## src/rtl/midi_pkg.sv

```systemverilog
// Shared types and helpers for the MIDI transmit path.
package midi_pkg;

  localparam int MIDI_BAUD = 31250;

  typedef enum logic [1:0] {IDLE, START, DATA, STOP} tx_state_t;

  function automatic int bit_div(input int clk_hz, input int baud);
    return clk_hz / baud;
  endfunction

endpackage

```

## src/rtl/midi_uart_tx_sync_fifo.sv

```systemverilog
// Show-ahead synchronous FIFO; DEPTH must be a power of two so the pointers wrap for free.
module sync_fifo #(
  parameter int WIDTH = 8,
  parameter int DEPTH = 16
) (
  input  logic                   clk,
  input  logic                   rst,
  input  logic                   push,
  input  logic                   pop,
  input  logic [WIDTH-1:0]       wdata,
  output logic [WIDTH-1:0]       rdata,
  output logic                   full,
  output logic                   empty,
  output logic [$clog2(DEPTH):0] count
);

  localparam int AW = $clog2(DEPTH);

  logic [WIDTH-1:0] mem [DEPTH];
  logic [AW-1:0]    wr_ptr;
  logic [AW-1:0]    rd_ptr;
  logic [AW:0]      cnt;

  always_ff @(posedge clk) begin
    if (push) mem[wr_ptr] <= wdata;
  end

  always_ff @(posedge clk or posedge rst) begin
    if (rst) begin
      wr_ptr <= '0;
      rd_ptr <= '0;
      cnt    <= '0;
    end else begin
      if (push) wr_ptr <= wr_ptr + AW'(1);
      if (pop)  rd_ptr <= rd_ptr + AW'(1);
      case ({push, pop})
        2'b10:   cnt <= cnt + (AW+1)'(1);
        2'b01:   cnt <= cnt - (AW+1)'(1);
        default: cnt <= cnt;
      endcase
    end
  end

  assign rdata = mem[rd_ptr];
  assign full  = (cnt == (AW+1)'(DEPTH));
  assign empty = (cnt == '0);
  assign count = cnt;

endmodule

```

## src/rtl/midi_uart_tx.sv

```systemverilog
// MIDI_OUT 8N1 serialiser fed by a byte buffer. Define MIDI_TX_FIFO_EN for a
// FIFO_DEPTH-entry FIFO; otherwise a single holding register buffers one byte.
module midi_uart_tx
  import midi_pkg::*;
#(
  parameter int CLK_HZ     = 32000000,
  parameter int BAUD       = MIDI_BAUD,
  parameter int FIFO_DEPTH = 16
) (
  input  logic                        clk32,
  input  logic                        reset,
  input  logic [7:0]                  tx_data,
  input  logic                        tx_wr,
  output logic                        tx_full,
  output logic                        tx_empty,
  output logic [$clog2(FIFO_DEPTH):0] tx_level,
  output logic                        tx_ovf,
  output logic                        midi_out
);

  localparam int BIT_DIV = bit_div(CLK_HZ, BAUD);
  localparam int CW      = (BIT_DIV > 1) ? $clog2(BIT_DIV) : 1;
  localparam int LW      = $clog2(FIFO_DEPTH) + 1;
  localparam logic [CW-1:0] CNT_LAST = CW'(BIT_DIV - 1);

  logic          buf_full;
  logic          buf_empty;
  logic [7:0]    buf_rdata;
  logic [LW-1:0] buf_level;
  logic          push;
  logic          pop;

  // Full comes from registered state, so a write coinciding with a pop while full is dropped.
  assign push = tx_wr & ~buf_full;

`ifdef MIDI_TX_FIFO_EN
  sync_fifo #(
    .WIDTH (8),
    .DEPTH (FIFO_DEPTH)
  ) u_fifo (
    .clk   (clk32),
    .rst   (reset),
    .push  (push),
    .pop   (pop),
    .wdata (tx_data),
    .rdata (buf_rdata),
    .full  (buf_full),
    .empty (buf_empty),
    .count (buf_level)
  );
`else
  logic       hold_valid;
  logic [7:0] hold_data;

  always_ff @(posedge clk32 or posedge reset) begin
    if (reset) begin
      hold_valid <= 1'b0;
      hold_data  <= '0;
    end else if (push) begin
      hold_valid <= 1'b1;
      hold_data  <= tx_data;
    end else if (pop) begin
      hold_valid <= 1'b0;
    end
  end

  assign buf_full  = hold_valid;
  assign buf_empty = ~hold_valid;
  assign buf_rdata = hold_data;
  assign buf_level = LW'(hold_valid);
`endif

  tx_state_t     state_q, state_d;
  logic [CW-1:0] cnt_q, cnt_d;
  logic [2:0]    idx_q, idx_d;
  logic [7:0]    shift_q, shift_d;
  logic          out_q, out_d;
  logic          ovf_q;
  logic          bit_end;

  assign bit_end = (cnt_q == CNT_LAST);

  always_ff @(posedge clk32 or posedge reset) begin
    if (reset) begin
      state_q <= IDLE;
      cnt_q   <= '0;
      idx_q   <= '0;
      shift_q <= '0;
      out_q   <= 1'b1;
      ovf_q   <= 1'b0;
    end else begin
      state_q <= state_d;
      cnt_q   <= cnt_d;
      idx_q   <= idx_d;
      shift_q <= shift_d;
      out_q   <= out_d;
      ovf_q   <= tx_wr & buf_full;
    end
  end

  always_comb begin
    state_d = state_q;
    cnt_d   = cnt_q;
    idx_d   = idx_q;
    shift_d = shift_q;
    out_d   = out_q;
    pop     = 1'b0;
    case (state_q)
      IDLE: begin
        if (!buf_empty) begin
          pop     = 1'b1;
          shift_d = buf_rdata;
          out_d   = 1'b0;
          cnt_d   = '0;
          state_d = START;
        end
      end
      START: begin
        if (bit_end) begin
          cnt_d   = '0;
          out_d   = shift_q[0];
          idx_d   = '0;
          state_d = DATA;
        end else begin
          cnt_d = cnt_q + CW'(1);
        end
      end
      DATA: begin
        if (bit_end) begin
          cnt_d = '0;
          if (idx_q == 3'd7) begin
            out_d   = 1'b1;
            state_d = STOP;
          end else begin
            idx_d   = idx_q + 3'd1;
            shift_d = {1'b0, shift_q[7:1]};
            out_d   = shift_q[1];
          end
        end else begin
          cnt_d = cnt_q + CW'(1);
        end
      end
      STOP: begin
        if (bit_end) begin
          cnt_d = '0;
          // Pop straight into the next start bit so consecutive frames have no idle gap.
          if (!buf_empty) begin
            pop     = 1'b1;
            shift_d = buf_rdata;
            out_d   = 1'b0;
            state_d = START;
          end else begin
            state_d = IDLE;
          end
        end else begin
          cnt_d = cnt_q + CW'(1);
        end
      end
      default: state_d = IDLE;
    endcase
  end

  assign midi_out = out_q;
  assign tx_full  = buf_full;
  assign tx_empty = buf_empty && (state_q == IDLE);
  assign tx_level = buf_level;
  assign tx_ovf   = ovf_q;

endmodule

```

## config.mk

```make
export PLATFORM = sky130hd
export DESIGN_NAME = midi_uart_tx
export DESIGN_NICKNAME = d
export VERILOG_FILES = /design/src/rtl/midi_pkg.sv /design/src/rtl/midi_uart_tx_sync_fifo.sv /design/src/rtl/midi_uart_tx.sv
export SDC_FILE = /design/constraint.sdc
export NUM_CORES = 1
export LEC_CHECK = 0
export CORE_MARGIN = 4
export CORE_UTILIZATION = 35
export CTS_CLUSTER_SIZE = 10
export DETAILED_ROUTE_END_ITERATION = 10
export PLACE_DENSITY = 0.58
export RECOVER_POWER = 25
export SLEW_MARGIN = 20
export SYNTH_ARGS = -nofsm -noshare
export SYNTH_HDL_FRONTEND = slang
export SYNTH_SLANG_ARGS = --single-unit
```

## constraint.sdc

```tcl
create_clock -name clk32 -period 5.3 [get_ports clk32]
set_input_delay 1.06 -clock clk32 [delete_from_list [all_inputs] [get_ports clk32]]
set_output_delay 1.06 -clock clk32 [all_outputs]
set_load 0.02 [all_outputs]
```

==> flow_summary.toml <==
[global_routing]
grt_pass1_vias = 1305
grt_max_degree = 35
overflow = 0
grt_use_total_pct = 11.8
grt_pass1_wl_um = 5930
antenna_found_initial = 0

[setup_path]
worstSetupEndpointType = "output pin"
required_ns = 4.24
critical_path_arrival_ns = 2.42
crit_fanout = 17
setup.worst_path.class = "reg2out"
critPathLaunchType = "flop"

[power_and_ir_drop]
p_clk_share_pct = 38.1
power_leakage_nw = 0.901
peakVddDrop_mv = 0.114
pwr-share-comb_pct = 6.5
switchingPower_mw = 0.108
pwr_density_cell_nw_per_um2 = 240
share_seq_of_total_power_pct = 55.3
intPower_mw = 0.389
switching_share_pct = 21.7

[timing]
maxSlewHeadroom_pct = -20.2
finalHoldViolations = 0
rsz0062_at_grt = "no"
worst_pin_slew_ns = 1.80
drv_slew = 35
min_period_ns = 3.48
fmax_ghz = 0.287
fin_skew_ns = 0.00736
finalSetupViolCount = 0
fin_setup_tns_ns = 0
fin_crit_sh_pct = 65.7

[hold_path]
hold_path.class = "reg2reg"

[synth]
synth_cell_types = 35
synth.cell_area_um2 = 1810
synth_area_per_cell_um2 = 10.6
synth_area_leaders = "dfrtp_1, mux2_2, ha_1"
synth-seq-area-share_pct = 47.2
synthCells = 171
ys_warn_count = 0
yosys.cell_count.top_type = "dfrtp_1"
yosys-top-cells-count = "dfrtp_1, mux2_2, o21ai_0"
synthFlopType = "dfrtp_1"
synthArstFlopShare_pct = 100
synth_top_area_share_pct = 45.7
synth_edf_count = 0
yosys_register_bits = 34
yosysTopAreaCell = "dfrtp_1"

[run_status]
failed_checks = "capacitance limit, slew limit"
outcome = "finished with violations"

[clock_tree]
cts_setup_buffers = 0
clkSinkCount = 34
cts-root-buf = "clkbuf_8"
htree_levels = 2
clock_path_buffers = 2
postCtsResizedCells = 0
clk_pin_slew_ns = 0.06
numCtsBuffers = 5
cts_tree = "built"
clock_latency_ns = 0.29
hold_buffers = 0

[drt]
antenna_left = 0
initialDrtViolationCount = 74
wl_per_cell_um = 13.3
routed_wl_um = 3350
drc = 0
vias_per_cell = 5.05
vias = 1273
dr.pass1.iters = 4

[placed_design]
port_buffers = 15
dpl.hpwl_um = 2400
gp_congestion = 0.775
place_area_um2 = 1990

[floorplanning]
die-area_um2 = 6370
start_util_pct = 37.2
die_x_um = 79.8
die_y_um = 79.8
core-area_um2 = 4850
rows = 25
io_pins = 20

[cells_and_area]
syn_to_final_growth_pct = 14.6
nets = 205
design_area_um2 = 2070
final_layout_size_suffix_gt1_share_pct = 19.5
antenna_cells = 0

[run]
max_cap_viol_count = 1
-- kinds of logic after synthesis --
| logic type | count (synthesis) | share of synthesized area, % |
|---|---|---|
| mux | 24 | 15.0 |
| buf+inv | 20 | 5.68 |
| compound gates | 35 | 12.5 |
| flops | 34 | 47.2 |
| simple gates | 49 | 13.9 |
| fa+ha+maj | 8 | 5.54 |
| other cells | 1 | 0.208 |
-- worst max-delay path: stages (launching register included) --
cell,delay [ns]
dfrtp_1,0.42
inv_1,0.14
ha_1,0.54
nand2_1,0.22
clkinv_1,0.18
clkdlybuf4s50_1,0.63
-- flip-flops by register name (all words and copies together) (netlist names) --
name / cells
tx_full: 1
tx_ovf: 1
shift_q: 8
idx_q: 3
buf_rdata: 8
state_q: 2
cnt_q: 10
midi_out: 1
-- final timing paths --
kind	start	endpoint	slack, ns	depth (start not counted)
setup / recovery	state_q[0]	tx_empty	1.82	5
hold / removal	buf_rdata[0]	buf_rdata[0]	0.50	1
setup reg to reg	state_q[0]	state_q[1]	2.98	6
hold reg to reg	buf_rdata[0]	buf_rdata[0]	0.50	1
max in group asynchronous	reset	buf_rdata[4]	2.41	3
min in group asynchronous	reset	tx_full	1.85	3
-- per-stage QoR --
| step | worst slack, ns | util [%] | hold slack, ns | cells | power (mW) |
|---|---|---|---|---|---|
| final | 1.82 | 42.7 | 0.504 | 252 | 0.497 |
| after global routing | 1.65 | 42.7 | 0.517 | 252 | 0.518 |
| after CTS | 1.82 | 42.7 | 0.506 | 252 | 0.507 |
| after detailed placement | 2.13 | 41.0 | 0.488 | 246 | 0.314 |
| after global placement | 2.24 | 41.0 | 0.484 | 246 | 0.312 |
| after floorplan | 3.08 | - | 0.473 | 174 | 0.302 |
-- layout make-up --
cell class	instances	area [µm²]
fillers	457	2780
multi-input cells	120	862
flip-flops and latches	34	852
repair buffers	16	154
well taps	67	83.8
clock buffers	6	82.6
inverters	9	33.8
-- cells in the final DEF, fill, tap and decap left out, drive strengths merged --
cell	Yosys	routed
nand3	9	9
clkinv	1	1
o41a	1	1
a31oi	4	4
o2111ai	1	1
a22o	3	3
conb	1	4
and2	1	1
o31ai	6	6
and3	5	5
nor4	1	1
nand4	1	1
dfrtp	33	33
or3	5	5
nand2b	1	1
nor2	10	10
dfstp	1	1
a21oi	3	3
nor2b	2	2
clkbuf	3	7
nand2	13	13
o21ai	15	15
ha	8	8
nor3	1	1
o311ai	1	1
a211oi	1	1
inv	8	8
dlygate4sd3	0	2
mux2	24	24
clkdlybuf4s50	0	13
-- metal layers --
layer | track usage [%] | vias to the layer above | wire [µm]
met2 | 19.8 | 18 | 1640
met3 | 3.84 | 3 | 136
met1 | 14.3 | 625 | 1540
li1 | - | 627 | -
met4 | 3.72 | 0 | 36
met5 | 0 | - | 0
-- power groups by stage --
stage / clock network, mW / logic (mW) / registers (mW)
after global routing: 0.205 / 0.0366 / 0.276
after CTS: 0.198 / 0.0341 / 0.275
after floorplan: 0 / 0.0237 / 0.278
final: 0.190 / 0.0324 / 0.275
after detailed placement: 0 / 0.0339 / 0.280
after global placement: 0 / 0.0327 / 0.279
No activity file was read; power rests on OpenSTA's default activity.
